[config.mk]
export PLATFORM = sky130hd
export DESIGN_NAME = uart_tx_frame
export DESIGN_NICKNAME = d
export VERILOG_FILES = /design/src/rtl/uart_pkg.sv /design/src/rtl/uart_tx_frame_bit_timer.sv /design/src/rtl/uart_tx_frame.sv
export SDC_FILE = /design/constraint.sdc
export NUM_CORES = 1
export LEC_CHECK = 0
export ABC_AREA = 1
export CAP_MARGIN = 30
export CORE_AREA = 2 2 50 52
export DETAILED_ROUTE_END_ITERATION = 12
export DIE_AREA = 0 0 52 54
export HOLD_SLACK_MARGIN = 0.12
export PLACE_DENSITY = 0.7
export SLEW_MARGIN = 20
export SYNTH_ARGS = -nofsm -noshare
export SYNTH_HDL_FRONTEND = slang
export SYNTH_SLANG_ARGS = --single-unit
[constraint.sdc]
create_clock -name CLK -period 1.55 [get_ports CLK]
set_input_delay 0.155 -clock CLK [delete_from_list [all_inputs] [get_ports CLK]]
set_output_delay 0.155 -clock CLK [all_outputs]
set_load 0.1 [all_outputs]
[src/rtl/uart_pkg.sv]
// Shared definitions for the UART transmit path: FSM state encoding,
// parity-sense constants and parameter range checks.
package uart_pkg;

    typedef enum logic [2:0] {
        IDLE   = 3'd0,
        START  = 3'd1,
        DATA   = 3'd2,
        PARITY = 3'd3,
        STOP   = 3'd4
    } uart_tx_state_t;

    // Plain constants so the FSM register can stay a simple logic vector.
    localparam logic [2:0] ST_IDLE   = IDLE;
    localparam logic [2:0] ST_START  = START;
    localparam logic [2:0] ST_DATA   = DATA;
    localparam logic [2:0] ST_PARITY = PARITY;
    localparam logic [2:0] ST_STOP   = STOP;

    localparam int UART_PARITY_EVEN = 0;
    localparam int UART_PARITY_ODD  = 1;

    function automatic bit uart_data_bits_ok(input int n);
        return (n >= 5) && (n <= 9);
    endfunction

    function automatic bit uart_clks_per_bit_ok(input int n);
        return n >= 2;
    endfunction

    function automatic bit uart_stop_bits_ok(input int n);
        return (n == 1) || (n == 2);
    endfunction

    function automatic bit uart_parity_ok(input int n);
        return (n == UART_PARITY_EVEN) || (n == UART_PARITY_ODD);
    endfunction

endpackage

[src/rtl/uart_tx_frame_bit_timer.sv]
// Bit-period timer: counts CLKS_PER_BIT clocks and flags the last clock of
// each serial bit. Held at zero while clear is high so every bit period
// starts from a fresh count.
module uart_bit_timer #(
    parameter int CLKS_PER_BIT = 16
) (
    input  logic CLK,
    input  logic Reset,
    input  logic clear,
    output logic bit_done
);

    localparam int CNT_W = (CLKS_PER_BIT > 1) ? $clog2(CLKS_PER_BIT) : 1;
    localparam logic [CNT_W-1:0] CNT_LAST = CNT_W'(CLKS_PER_BIT - 1);

    logic [CNT_W-1:0] cnt_q;
    logic [CNT_W-1:0] cnt_d;

    assign bit_done = (cnt_q == CNT_LAST);

    // Next count: hold at zero when cleared, wrap at the end of a bit period.
    always_comb begin
        cnt_d = cnt_q + CNT_W'(1);
        if (clear || bit_done) begin
            cnt_d = '0;
        end
    end

    // Counter register.
    always_ff @(posedge CLK) begin
        if (Reset) begin
            cnt_q <= '0;
        end else begin
            cnt_q <= cnt_d;
        end
    end

endmodule

[src/rtl/uart_tx_frame.sv]
// UART transmitter: start bit, DATA_BITS data bits LSB-first, optional
// parity bit, STOP_BITS stop bits, each held CLKS_PER_BIT clocks.
// Optional feature macro: UART_TX_PARITY_EN adds the parity bit.
module uart_tx_frame
    import uart_pkg::*;
#(
    parameter int DATA_BITS    = 8,
    parameter int CLKS_PER_BIT = 16,
    parameter int STOP_BITS    = 1,
    parameter int PARITY_ODD   = 0
) (
    input  logic                 CLK,
    input  logic                 Reset,
    input  logic                 DataValid,
    output logic                 DataReady,
    input  logic [DATA_BITS-1:0] DataIN,
    output logic                 tx,
    output logic                 Busy
);

    localparam int IDX_W = $clog2(DATA_BITS);
    localparam logic [IDX_W-1:0] LAST_IDX = IDX_W'(DATA_BITS - 1);
    localparam logic STOP_LAST = 1'(STOP_BITS - 1);
    localparam bit PARAMS_OK = uart_data_bits_ok(DATA_BITS)
                            && uart_clks_per_bit_ok(CLKS_PER_BIT)
                            && uart_stop_bits_ok(STOP_BITS)
                            && uart_parity_ok(PARITY_ODD);

    logic [2:0]           state_q, state_d;
    logic [DATA_BITS-1:0] shift_q, shift_d;
    logic [IDX_W-1:0]     bit_idx_q, bit_idx_d;
    logic                 stop_cnt_q, stop_cnt_d;
    logic                 tx_q, tx_d;
    logic                 busy_q, busy_d;
    logic                 bit_done;
    logic                 accept;
`ifdef UART_TX_PARITY_EN
    logic                 parity_q, parity_d;
`endif

    assign DataReady = (state_q == ST_IDLE) && !Reset;
    assign accept    = DataValid && DataReady;
    assign tx        = tx_q;
    assign Busy      = busy_q;

    // Timer is parked at zero while idle; all other transitions land on a wrap.
    uart_bit_timer #(
        .CLKS_PER_BIT(CLKS_PER_BIT)
    ) u_bit_timer (
        .CLK     (CLK),
        .Reset   (Reset),
        .clear   (state_q == ST_IDLE),
        .bit_done(bit_done)
    );

    // Frame sequencer: next state, shift register and the next line level.
    always_comb begin
        state_d    = state_q;
        shift_d    = shift_q;
        bit_idx_d  = bit_idx_q;
        stop_cnt_d = stop_cnt_q;
        tx_d       = tx_q;
`ifdef UART_TX_PARITY_EN
        parity_d   = parity_q;
`endif
        case (state_q)
            ST_IDLE: begin
                tx_d = 1'b1;
                if (accept) begin
                    state_d    = ST_START;
                    shift_d    = DataIN;
                    bit_idx_d  = '0;
                    stop_cnt_d = 1'b0;
                    tx_d       = 1'b0;
`ifdef UART_TX_PARITY_EN
                    // Parity is taken from the word as latched, before shifting.
                    parity_d   = (^DataIN) ^ (PARITY_ODD == UART_PARITY_ODD);
`endif
                end
            end
            ST_START: begin
                if (bit_done) begin
                    state_d = ST_DATA;
                    tx_d    = shift_q[0];
                end
            end
            ST_DATA: begin
                if (bit_done) begin
                    shift_d = shift_q >> 1;
                    if (bit_idx_q == LAST_IDX) begin
`ifdef UART_TX_PARITY_EN
                        state_d = ST_PARITY;
                        tx_d    = parity_q;
`else
                        state_d = ST_STOP;
                        tx_d    = 1'b1;
`endif
                    end else begin
                        bit_idx_d = bit_idx_q + IDX_W'(1);
                        tx_d      = shift_q[1];
                    end
                end
            end
`ifdef UART_TX_PARITY_EN
            ST_PARITY: begin
                if (bit_done) begin
                    state_d = ST_STOP;
                    tx_d    = 1'b1;
                end
            end
`endif
            ST_STOP: begin
                tx_d = 1'b1;
                if (bit_done) begin
                    if (stop_cnt_q == STOP_LAST) begin
                        state_d = ST_IDLE;
                    end else begin
                        stop_cnt_d = 1'b1;
                    end
                end
            end
            default: begin
                state_d = ST_IDLE;
                tx_d    = 1'b1;
            end
        endcase
        busy_d = (state_d != ST_IDLE);
    end

    // State registers; reset abandons any frame and returns the line high.
    always_ff @(posedge CLK) begin
        if (Reset) begin
            state_q    <= ST_IDLE;
            shift_q    <= '0;
            bit_idx_q  <= '0;
            stop_cnt_q <= 1'b0;
            tx_q       <= 1'b1;
            busy_q     <= 1'b0;
`ifdef UART_TX_PARITY_EN
            parity_q   <= 1'b0;
`endif
        end else begin
            state_q    <= state_d;
            shift_q    <= shift_d;
            bit_idx_q  <= bit_idx_d;
            stop_cnt_q <= stop_cnt_d;
            tx_q       <= tx_d;
            busy_q     <= busy_d;
`ifdef UART_TX_PARITY_EN
            parity_q   <= parity_d;
`endif
        end
    end

    // Flag an out-of-range parameter set in simulation.
    always_ff @(posedge CLK) begin
        if (!Reset) begin
            assert (PARAMS_OK);
        end
    end

endmodule

==> results.py <==
metrics = {
    "status": {
        "status": "completed",
    },
    "final_layout": {
        "syn2layout_area_growth_pct": 25.0,
        "nets": 185,
        "finalInstanceArea_um2": 1330,
        "final_layout_size_suffix_gt1_share_pct": 17.6,
        "multiInputGateArea_um2": 578,
        "antennaDiodeCount": 0,
        "final_cells": 200,
        "ff_latch_area_um2": 402,
        "fill_cells": 213,
    },
    "routing": {
        "via_per_inst": 4.92,
        "first_pass_iters": 4,
        "post_drt_wl_per_cell_um": 10.9,
        "vias": 984,
        "drc_errors": 0,
        "drt-total-wl_mm": 2.18,
        "postRouteAntennaNets": 0,
        "drtIter0Drc": 19,
    },
    "power": {
        "pwr-share-clk_pct": 28.3,
        "p_sw_share_pct": 29.0,
        "p_int_mw": 0.783,
        "leakagePower_nw": 0.620,
        "p_sw_mw": 0.319,
        "seqPwrFrac_pct": 50.4,
        "power_mw": 1.10,
        "power_density_nw_per_um2": 827,
        "ir_drop_mv": 0.606,
        "p_comb_share_pct": 21.3,
    },
    "yosys": {
        "synth_cell_type_count": 24,
        "synth_top_family_by_area": "simple AND/OR/NAND/NOR gates",
        "synth-seq-area-share_pct": 37.6,
        "synth_top_area_share_pct": 37.6,
        "synth_warnings": 0,
        "synthMuxAreaShare_pct": 0,
        "synth_nets": 164,
        "yosys.area.top_type": "dfxtp_1",
        "ys_top_cells_by_area": "dfxtp_1 (38%), nand2_1 (15%), nand3_1 (11%), a21oi_1 (4.7%), nor2_1 (4.2%)",
        "syn_area_um2": 1070,
        "synth_adder_area_share_pct": 3.52,
        "yosys.area_share.simple_pct": 41.7,
        "syn_avg_cell_area_um2": 7.11,
        "synth-xor-area-share_pct": 1.64,
        "syn_inst": 150,
        "synth_compound_area_share_pct": 6.92,
        "ys_ff_latch": 20,
    },
    "critical_path": {
        "crit_type": "flop to output port",
        "critPathRequiredTime_ns": 1.39,
        "cp_slowest_cell": "dfxtp_2",
        "crit_arrival_ns": 1.33,
        "r2r_end": "bit_idx_q[0]$_SDFFE_PP0P_",
        "endpoint_kind": "output port",
        "r2r_slack_ns": 0.16,
        "slowest_delay_ns": 0.36,
        "path_cells": "nor2_4 -> buf_8 -> nand2_2 -> nor2_4 -> buf_12",
        "startpoint_type": "flop",
        "reg2reg_from": "bit_idx_q[0]$_SDFFE_PP0P_",
        "rr_worst_depth": 8,
        "cpMostUsedCell": "nor2_4",
        "cp_max_fo": 5,
    },
    "cts": {
        "cts_hold_buf": 0,
        "cts_max_path_buffers": 2,
        "cts_num_sinks": 20,
        "clk_latency_ns": 0.31,
        "clk_pin_slew_ns": 0.12,
        "root_buffer": "clkbuf_4",
        "cts_tree": "built",
        "cts_max_level": 1,
        "cts_made_buffers": 3,
    },
    "grt": {
        "grt_max_degree": 12,
        "grt_antenna_before_repair": 0,
        "grt_usage_pct": 18.6,
        "grt_overflow": 0,
        "grt_pass1_vias": 883,
        "grt_pass1_wl_mm": 3.76,
    },
    "timing": {
        "skew_ns": 0.00856,
        "setup_viol": 0,
        "hold_viol": 0,
        "worst_pin_slew_ns": 0.270,
        "post-route-period-util_pct": 95.8,
        "max_freq_ghz": 0.674,
        "fin_crit_ns": 1.48,
        "relSlewSlack_pct": 82.0,
        "timing.final.max_slew_violations": 0,
        "whs_ns": 0.421,
    },
    "place": {
        "port_buffers": 13,
        "placedCellCount": 193,
        "place_hpwl_mm": 1.64,
        "gp_congestion": 0.851,
        "place_area_um2": 1260,
    },
    "worst_hold_path": {
        "hold_class": "primary input to flop",
        "whs_path_depth": 3,
        "min_to": "shift_q[7]$_SDFFE_PP0P_",
        "hold_start": "DataIN[7]",
    },
    "floorplan": {
        "rows": 18,
        "die_h_um": 54,
        "pin_count": 14,
        "dieWidth_um": 52,
        "initial_core_util_pct": 46.0,
        "die-area_um2": 2810,
        "core_area_um2": 2320,
    },
    "run": {
        "cap_violations": 0,
    },
}
==> power groups by stage <==
stage	clock network (mW)	registers, mW	logic, mW
6_report	0.312	0.556	0.234
5_1_grt	0.344	0.558	0.258
4_1_cts	0.320	0.556	0.226
3_5_place_dp	0	0.568	0.223
3_3_place_gp	0	0.567	0.221
2_1_floorplan	0	0.594	0.118
==> cell type report <==
class	instances	area share (%)
Multi-Input combinational cell	111	43.4
Sequential cell	20	30.1
Timing Repair Buffer	20	16.5
Inverter	15	4.41
Tap cell	30	2.82
Clock buffer	4	2.72
==> placed cells by master, fill, tap and decap left out <==
| cell | n |
|---|---|
| nand2_1 | 44 |
| nand3_1 | 24 |
| dfxtp_1 | 19 |
| nor2_1 | 12 |
| inv_1 | 11 |
| a21oi_1 | 10 |
| clkdlybuf4s50_1 | 10 |
| buf_4 | 6 |
| nand2_4 | 3 |
| o21ai_0 | 3 |
| ha_1 | 3 |
| clkbuf_4 | 3 |
| buf_12 | 3 |
| nor2_4 | 2 |
| nand2_2 | 2 |
| inv_2 | 2 |
| nor2_2 | 2 |
| inv_4 | 1 |
| nand3_2 | 1 |
| xor2_1 | 1 |
| nand4_4 | 1 |
| o21ai_2 | 1 |
| clkinv_1 | 1 |
| xnor2_1 | 1 |
| or2_0 | 1 |
| clkbuf_8 | 1 |
| buf_8 | 1 |
| dfxtp_2 | 1 |
==> through the flow <==
step	TNS, ns	utilization (%)	worst slack, ns
floorplan	0	-	0.0450
detailed placement	0	54.5	0.165
global placement	0	54.5	0.183
CTS	0	56.3	0.00344
global route	-0.00645	57.4	-0.00645
finish	0	57.4	0.0652
==> routing by layer <==
metal / part of all wire (%) / vias to the layer above / GRT usage [%]
li1: - / 517 / -
met1: 44 / 441 / 21.6
met2: 49 / 19 / 32.1
met3: 4.4 / 7 / 3.61
met4: 2.1 / 0 / 10.1
met5: 0 / - / 0
==> state kept, by name, summed over array words and instances, names as in the netlist <==
name and count:
shift_q 8, u_bit_timer.cnt_q 4, Busy 1, state_q 3, tx 1, bit_idx_q 3
==> synth_stat cells, drive strengths merged <==
master and number:
nand2 49, nand3 25, dfxtp 20, nor2 16, inv 14, a21oi 10, o21ai 4, buf 3
ha 3, clkbuf 1, clkinv 1, nand4 1, or2 1, xnor2 1, xor2 1
==> kinds of logic (layout without fill, tap and decap cells) <==
kind of cell	count (synthesis)	after routing
XOR/XNOR	2	2
AO/OA/AOI/OAI	14	14
buffers and inverters	19	39
flip-flops	20	20
adder cells (fa/ha/maj)	3	3
AND/OR/NAND/NOR	92	92
==> worst max-delay path by stage <==
stage	slack, ns	cells after the start	end	startpoint
2_1_floorplan	0.04	6	shift_q[7]$_SDFFE_PP0P_	state_q[2]$_SDFF_PP0_
4_1_cts	0.003	5	DataReady	state_q[2]$_SDFF_PP0_
5_1_grt	-0.006	5	DataReady	state_q[2]$_SDFF_PP0_
3_5_place_dp	0.16	8	bit_idx_q[1]$_SDFFE_PP0P_	u_bit_timer.cnt_q[0]$_SDFF_PP0_
3_3_place_gp	0.18	7	tx$_SDFFE_PP1P_	Reset
6_report	0.07	5	DataReady	state_q[2]$_SDFF_PP0_
==> worst max-delay path: cells and delay by family, from the launching register on <==
family | cells | cell delay [ns]
flip-flops | 1 | 0.36
AND/OR/NAND/NOR | 3 | 0.36
buffers and inverters | 2 | 0.30
==> repair_timing <==
| action | 4_1_cts | 5_1_grt |
|---|---|---|
| buffers inserted | 0 | 3 |
| endpoints found under the setup margin | 1 | 1 |
| gates resized for setup | 1 | 2 |
| hold endpoints to repair | 0 | 0 |
| pin swaps | 0 | 0 |
(Power assumes the default switching activity.)
